===== config.mk =====
export PLATFORM = sky130hd
export DESIGN_NAME = game_fsm
export DESIGN_NICKNAME = d
export VERILOG_FILES = /design/src/rtl/pong_pkg.sv /design/src/rtl/edge_detect.sv /design/src/rtl/game_fsm.sv
export SDC_FILE = /design/constraint.sdc
export NUM_CORES = 1
export LEC_CHECK = 0
export CORE_MARGIN = 10
export CORE_UTILIZATION = 53
export DETAILED_ROUTE_END_ITERATION = 6
export GPL_ROUTABILITY_DRIVEN = 0
export PLACE_DENSITY = 0.78
export REMOVE_ABC_BUFFERS = 1
export SKIP_LAST_GASP = 1
export SLEW_MARGIN = 20
export SYNTH_ARGS = -nofsm -noshare
export SYNTH_HDL_FRONTEND = slang
export SYNTH_SLANG_ARGS = --single-unit

===== constraint.sdc =====
create_clock -name clk -period 2.1 [get_ports clk]
set_input_delay 0.42 -clock clk [delete_from_list [all_inputs] [get_ports clk]]
set_output_delay 0.42 -clock clk [all_outputs]
set_load 0.005 [all_outputs]

===== src/rtl/pong_pkg.sv =====
// Shared encodings and defaults for the pong game controller.
package pong_pkg;

  localparam int SCORE_W          = 4;
  localparam int CNT_W            = 9;
  localparam int WIN_SCORE_DEF    = 7;
  localparam int POINT_FRAMES_DEF = 60;

  typedef enum logic [2:0] {
    IDLE  = 3'd0,
    SERVE = 3'd1,
    PLAY  = 3'd2,
    POINT = 3'd3,
    OVER  = 3'd4
  } state_t;

endpackage


===== src/rtl/edge_detect.sv =====
// Rising-edge detector; history resets to 1 so a level held through reset is not a press.
module edge_detect (
  input  logic clk,
  input  logic reset,
  input  logic din,
  output logic rise
);

  logic hist;

  always_ff @(posedge clk) begin
    if (reset) hist <= 1'b1;
    else       hist <= din;
  end

  assign rise = din & ~hist;

endmodule


===== src/rtl/game_fsm.sv =====
// Pong game sequencer: serve/play/point/over flow, scoring and frame-timed pauses; all outputs registered.
// Optional SERVE_TIMEOUT_EN: auto-serve after SERVE_FRAMES frame ticks in SERVE.
module game_fsm
  import pong_pkg::*;
#(
  parameter int WIN_SCORE    = WIN_SCORE_DEF,
  parameter int POINT_FRAMES = POINT_FRAMES_DEF,
  parameter int SERVE_FRAMES = 300
) (
  input  logic               clk,
  input  logic               reset,
  input  logic               frame_tick,
  input  logic               btn_left,
  input  logic               btn_right,
  input  logic               miss_left,
  input  logic               miss_right,
  output logic [2:0]         state,
  output logic               ball_en,
  output logic               serve_dir,
  output logic [SCORE_W-1:0] score_left,
  output logic [SCORE_W-1:0] score_right,
  output logic               winner
);

  if (WIN_SCORE < 1 || WIN_SCORE > 15 || POINT_FRAMES < 1 || POINT_FRAMES > 255 ||
      SERVE_FRAMES < 1 || SERVE_FRAMES > 511) begin : g_bad_param
    $error("game_fsm: parameter out of range");
  end

  localparam logic [SCORE_W-1:0] WIN        = SCORE_W'(WIN_SCORE);
  localparam logic [CNT_W-1:0]   POINT_LAST = CNT_W'(POINT_FRAMES - 1);

  logic press_left, press_right;

  edge_detect u_ed_left  (.clk(clk), .reset(reset), .din(btn_left),  .rise(press_left));
  edge_detect u_ed_right (.clk(clk), .reset(reset), .din(btn_right), .rise(press_right));

  state_t             state_q, state_d;
  logic [CNT_W-1:0]   cnt_q, cnt_d;
  logic [SCORE_W-1:0] sl_q, sl_d, sr_q, sr_d;
  logic               dir_q, dir_d, win_q, win_d, ball_q;

  always_ff @(posedge clk) begin
    if (reset) begin
      state_q <= IDLE;
      cnt_q   <= '0;
      sl_q    <= '0;
      sr_q    <= '0;
      dir_q   <= 1'b0;
      win_q   <= 1'b0;
      ball_q  <= 1'b0;
    end else begin
      state_q <= state_d;
      cnt_q   <= cnt_d;
      sl_q    <= sl_d;
      sr_q    <= sr_d;
      dir_q   <= dir_d;
      win_q   <= win_d;
      ball_q  <= (state_d == PLAY);
    end
  end

  always_comb begin
    state_d = state_q;
    cnt_d   = cnt_q;
    sl_d    = sl_q;
    sr_d    = sr_q;
    dir_d   = dir_q;
    win_d   = win_q;
    case (state_q)
      IDLE: if (press_left || press_right) state_d = SERVE;
      SERVE: begin
        if ((!dir_q && press_left) || (dir_q && press_right)) begin
          state_d = PLAY;
        end
`ifdef SERVE_TIMEOUT_EN
        else if (frame_tick) begin
          if (cnt_q == CNT_W'(SERVE_FRAMES - 1)) state_d = PLAY;
          else                                   cnt_d   = cnt_q + 1'b1;
        end
`endif
      end
      PLAY: begin
        if (miss_left && miss_right) begin
          // Simultaneous misses are a dead ball: replay without a point.
          state_d = POINT;
        end else if (miss_left) begin
          sr_d  = (sr_q < WIN) ? sr_q + 1'b1 : sr_q;
          dir_d = 1'b0;
          if (sr_d == WIN) begin
            state_d = OVER;
            win_d   = 1'b1;
          end else begin
            state_d = POINT;
          end
        end else if (miss_right) begin
          sl_d  = (sl_q < WIN) ? sl_q + 1'b1 : sl_q;
          dir_d = 1'b1;
          if (sl_d == WIN) begin
            state_d = OVER;
            win_d   = 1'b0;
          end else begin
            state_d = POINT;
          end
        end
      end
      POINT: begin
        if (frame_tick) begin
          if (cnt_q == POINT_LAST) state_d = SERVE;
          else                     cnt_d   = cnt_q + 1'b1;
        end
      end
      OVER: begin
        if (press_left || press_right) begin
          state_d = IDLE;
          sl_d    = '0;
          sr_d    = '0;
        end
      end
      default: state_d = IDLE;
    endcase
    if (state_d != state_q) cnt_d = '0;
  end

  assign state       = state_q;
  assign ball_en     = ball_q;
  assign serve_dir   = dir_q;
  assign score_left  = sl_q;
  assign score_right = sr_q;
  assign winner      = win_q;

endmodule


==> run metrics <==
area leader, netlist dfxtp_1; hold bufs inserted after CTS 0; Worst Path Max Fanout 4; synthesized instance count 166; Worst setup EP type flop; clk_skew 0.00876 ns; Pleak 0.000661 µW; Vias 1416; final setup violating endpoints 0; top cell type's share of synthesized area 0.340; Die ar. 5290 µm²; Routed Antenna Nets 0; Max Cap Viol 0; initial DRC count 119; vias in the first global route 1391; dpl ws -0.277 ns; period utilisation layout 0.990; DP Wirelength 2880 µm; post-route minimum period 2.08 ns; CTS tree yes; first-pass GRT wire length 6460 µm; VDD IR max 0.000693 V; row count 19; FFs w/ async S/R, synth 0; die width 72.7 µm; Worst Hold Class reg2reg; Fin. Hold Viols 0; Top FF cell, synth dfxtp_1; Max H-tree Level 1; fmax 481 MHz; total iterations of the first detailed-routing run 4; io pins 21; max layer used met4; Slew Limit Fails 0; initial antenna violation count 0; sequential share of the synthesized area 0.340; layout net count 211; postcts setup bufs 0; routed length per instance 16.8 µm; Die Y 72.7 µm; Overflow after GRT 0; CTS Sinks 25; Fill cells 223; largest net degree at the start of global routing 16; Initial Util 0.544; CTS Buf Count 3; Vias/cell 6.16; crit path kind in2reg; layout cell share with drive strength beyond 1 0.196; I/O Buffers 20; crit start category primary input; Synthesis Warnings 0; worst path required time 2.39 ns; clock latency at the later pin of the worst-skew pair 0.33 ns; DR WL met3 175 µm; Power Density 436 nW/µm²; status complete, no violations; area grow syn2layout 29.2%; Post-Route M1 WL 1720 µm; WL met2 1910 µm; area of the core 2710 µm²; normalized max-slew margin 0.741; Tot GR Track Use 0.146; Post-synth EDFFs 0; drt drc 0; Final Cell Area 1900 µm²; RSZ-0062 raised after global routing yes; cells taking the most area after synthesis dfxtp_1, nor4_1, xor2_1; Critical Path AT 2.37 ns; clk root buf clkbuf_4; Final WS setup 0.0202 ns; Distinct cells, synth 54; post-synthesis cell area 1470 µm²; Placed Area 1800 µm²; Mean Syn Cell Area 8.88 µm²; Worst-Margin Slew 0.385 ns; Clock Tree Buf Depth 2; Routed WL 3860 µm; ant diodes 0; clk slew on worst S/H paths 0.15 ns; post-synthesis register bit count 25
==> per-stage QoR <==
stage	setup TNS [ns]	util	total power, µW	cells	hold slack [ns]
6_report	0	0.703	830	230	0.519
5_1_grt	-0.106	0.703	865	230	0.535
4_1_cts	0	0.674	822	230	0.520
3_5_place_dp	-3.97	0.663	601	226	0.498
3_3_place_gp	-3.12	0.663	597	226	0.482
2_1_floorplan	0	-	546	160	0.477
==> worst max-delay path, stage by stage <==
cell and delay, ns:
clkdlybuf4s50_1 0.44, ha_1 0.23, nand2b_1 0.20, or3_1 0.37, a21o_1 0.22, a2111oi_2 0.34
o21a_1 0.15
==> report_power, final <==
group          internal [µW]  leakage, µW  total [µW]  switching [µW]
clock                   72.9    0.0000139         229             156
combinational           52.3     0.000445         119            66.4
sequential               480     0.000203         483            2.79
total                    605     0.000661         830             225
==> layout by cell type, fill, tap and decap left out, drive strengths merged, types with 3 or more instances in the layout <==
cell type | netlist | layout
and2 | 3 | 3
ha | 4 | 4
nand3 | 4 | 4
a21oi | 9 | 9
o22ai | 3 | 3
o21a | 3 | 3
o21ai | 6 | 6
nand4 | 7 | 7
nor2 | 12 | 12
buf | 3 | 15
nor3b | 3 | 3
or3b | 3 | 3
nor4 | 12 | 12
nor3 | 3 | 3
dfxtp | 25 | 25
clkbuf | 3 | 3
xor2 | 7 | 7
a31oi | 3 | 3
clkdlybuf4s50 | 0 | 20
nand2 | 7 | 7
inv | 6 | 6
nor2b | 4 | 4
==> registers in the layout, summed over array words and instances, names as in the netlist <==
name and cells:
u_ed_right.hist 1, state 3, serve_dir 1, u_ed_left.hist 1, score_left 4, score_right 4, cnt_q 9, winner 1
ball_en 1
==> repair_timing <==
action,4_1_cts,5_1_grt
endpoints found under the setup margin,0,11
resized for setup,0,14
hold endpoints to repair,0,0
==> kinds of logic after synthesis <==
group                    Yosys count  synth area share
flip-flops                        25             0.340
buffers and inverters             12            0.0348
XOR/XNOR                           9            0.0535
adder cells (fa/ha/maj)            4            0.0340
AND/OR/NAND/NOR                   75             0.320
AO/OA/AOI/OAI                     38             0.197
multiplexers                       3            0.0212
==> layout make-up <==
| type | count | area (µm²) | share of cell area |
|---|---|---|---|
| Clock buffer | 3 | 22.5 | 0.0118 |
| Tap cell | 31 | 38.8 | 0.0204 |
| Clock inverter | 1 | 7.51 | 0.00394 |
| Inverter | 6 | 22.5 | 0.0118 |
| Sequential cell | 25 | 502 | 0.263 |
| Multi-Input combinational cell | 129 | 991 | 0.520 |
| Timing Repair Buffer | 35 | 320 | 0.168 |
==> Yosys cell counts, drive strengths merged (3+ instances only) <==
cell,count
nand2,7
nor3b,3
and2,3
nor4,12
nand3,4
inv,6
o21ai,6
buf,3
ha,4
a31oi,3
nor2b,4
or3b,3
o21a,3
nand4,7
clkbuf,3
xor2,7
a21oi,9
nor3,3
o22ai,3
dfxtp,25
nor2,12
==> per-layer routing <==
layer,GRT usage,vias to the layer above
li1,-,702
met5,0,-
met3,0.0395,8
met2,0.244,36
met4,0.0443,0
met1,0.179,670
==> path summary, 6_finish.rpt <==
path / cells after the start / to / from / slack [ns]
setup / recovery: 7 / score_right[3] / miss_left / 0.02
hold / removal: 2 / winner / winner / 0.52
hold reg to reg: 2 / winner / winner / 0.52
setup reg to reg: 6 / cnt_q[3] / score_left[0] / 0.11
Note: power is estimated with default switching activity, not from simulation.
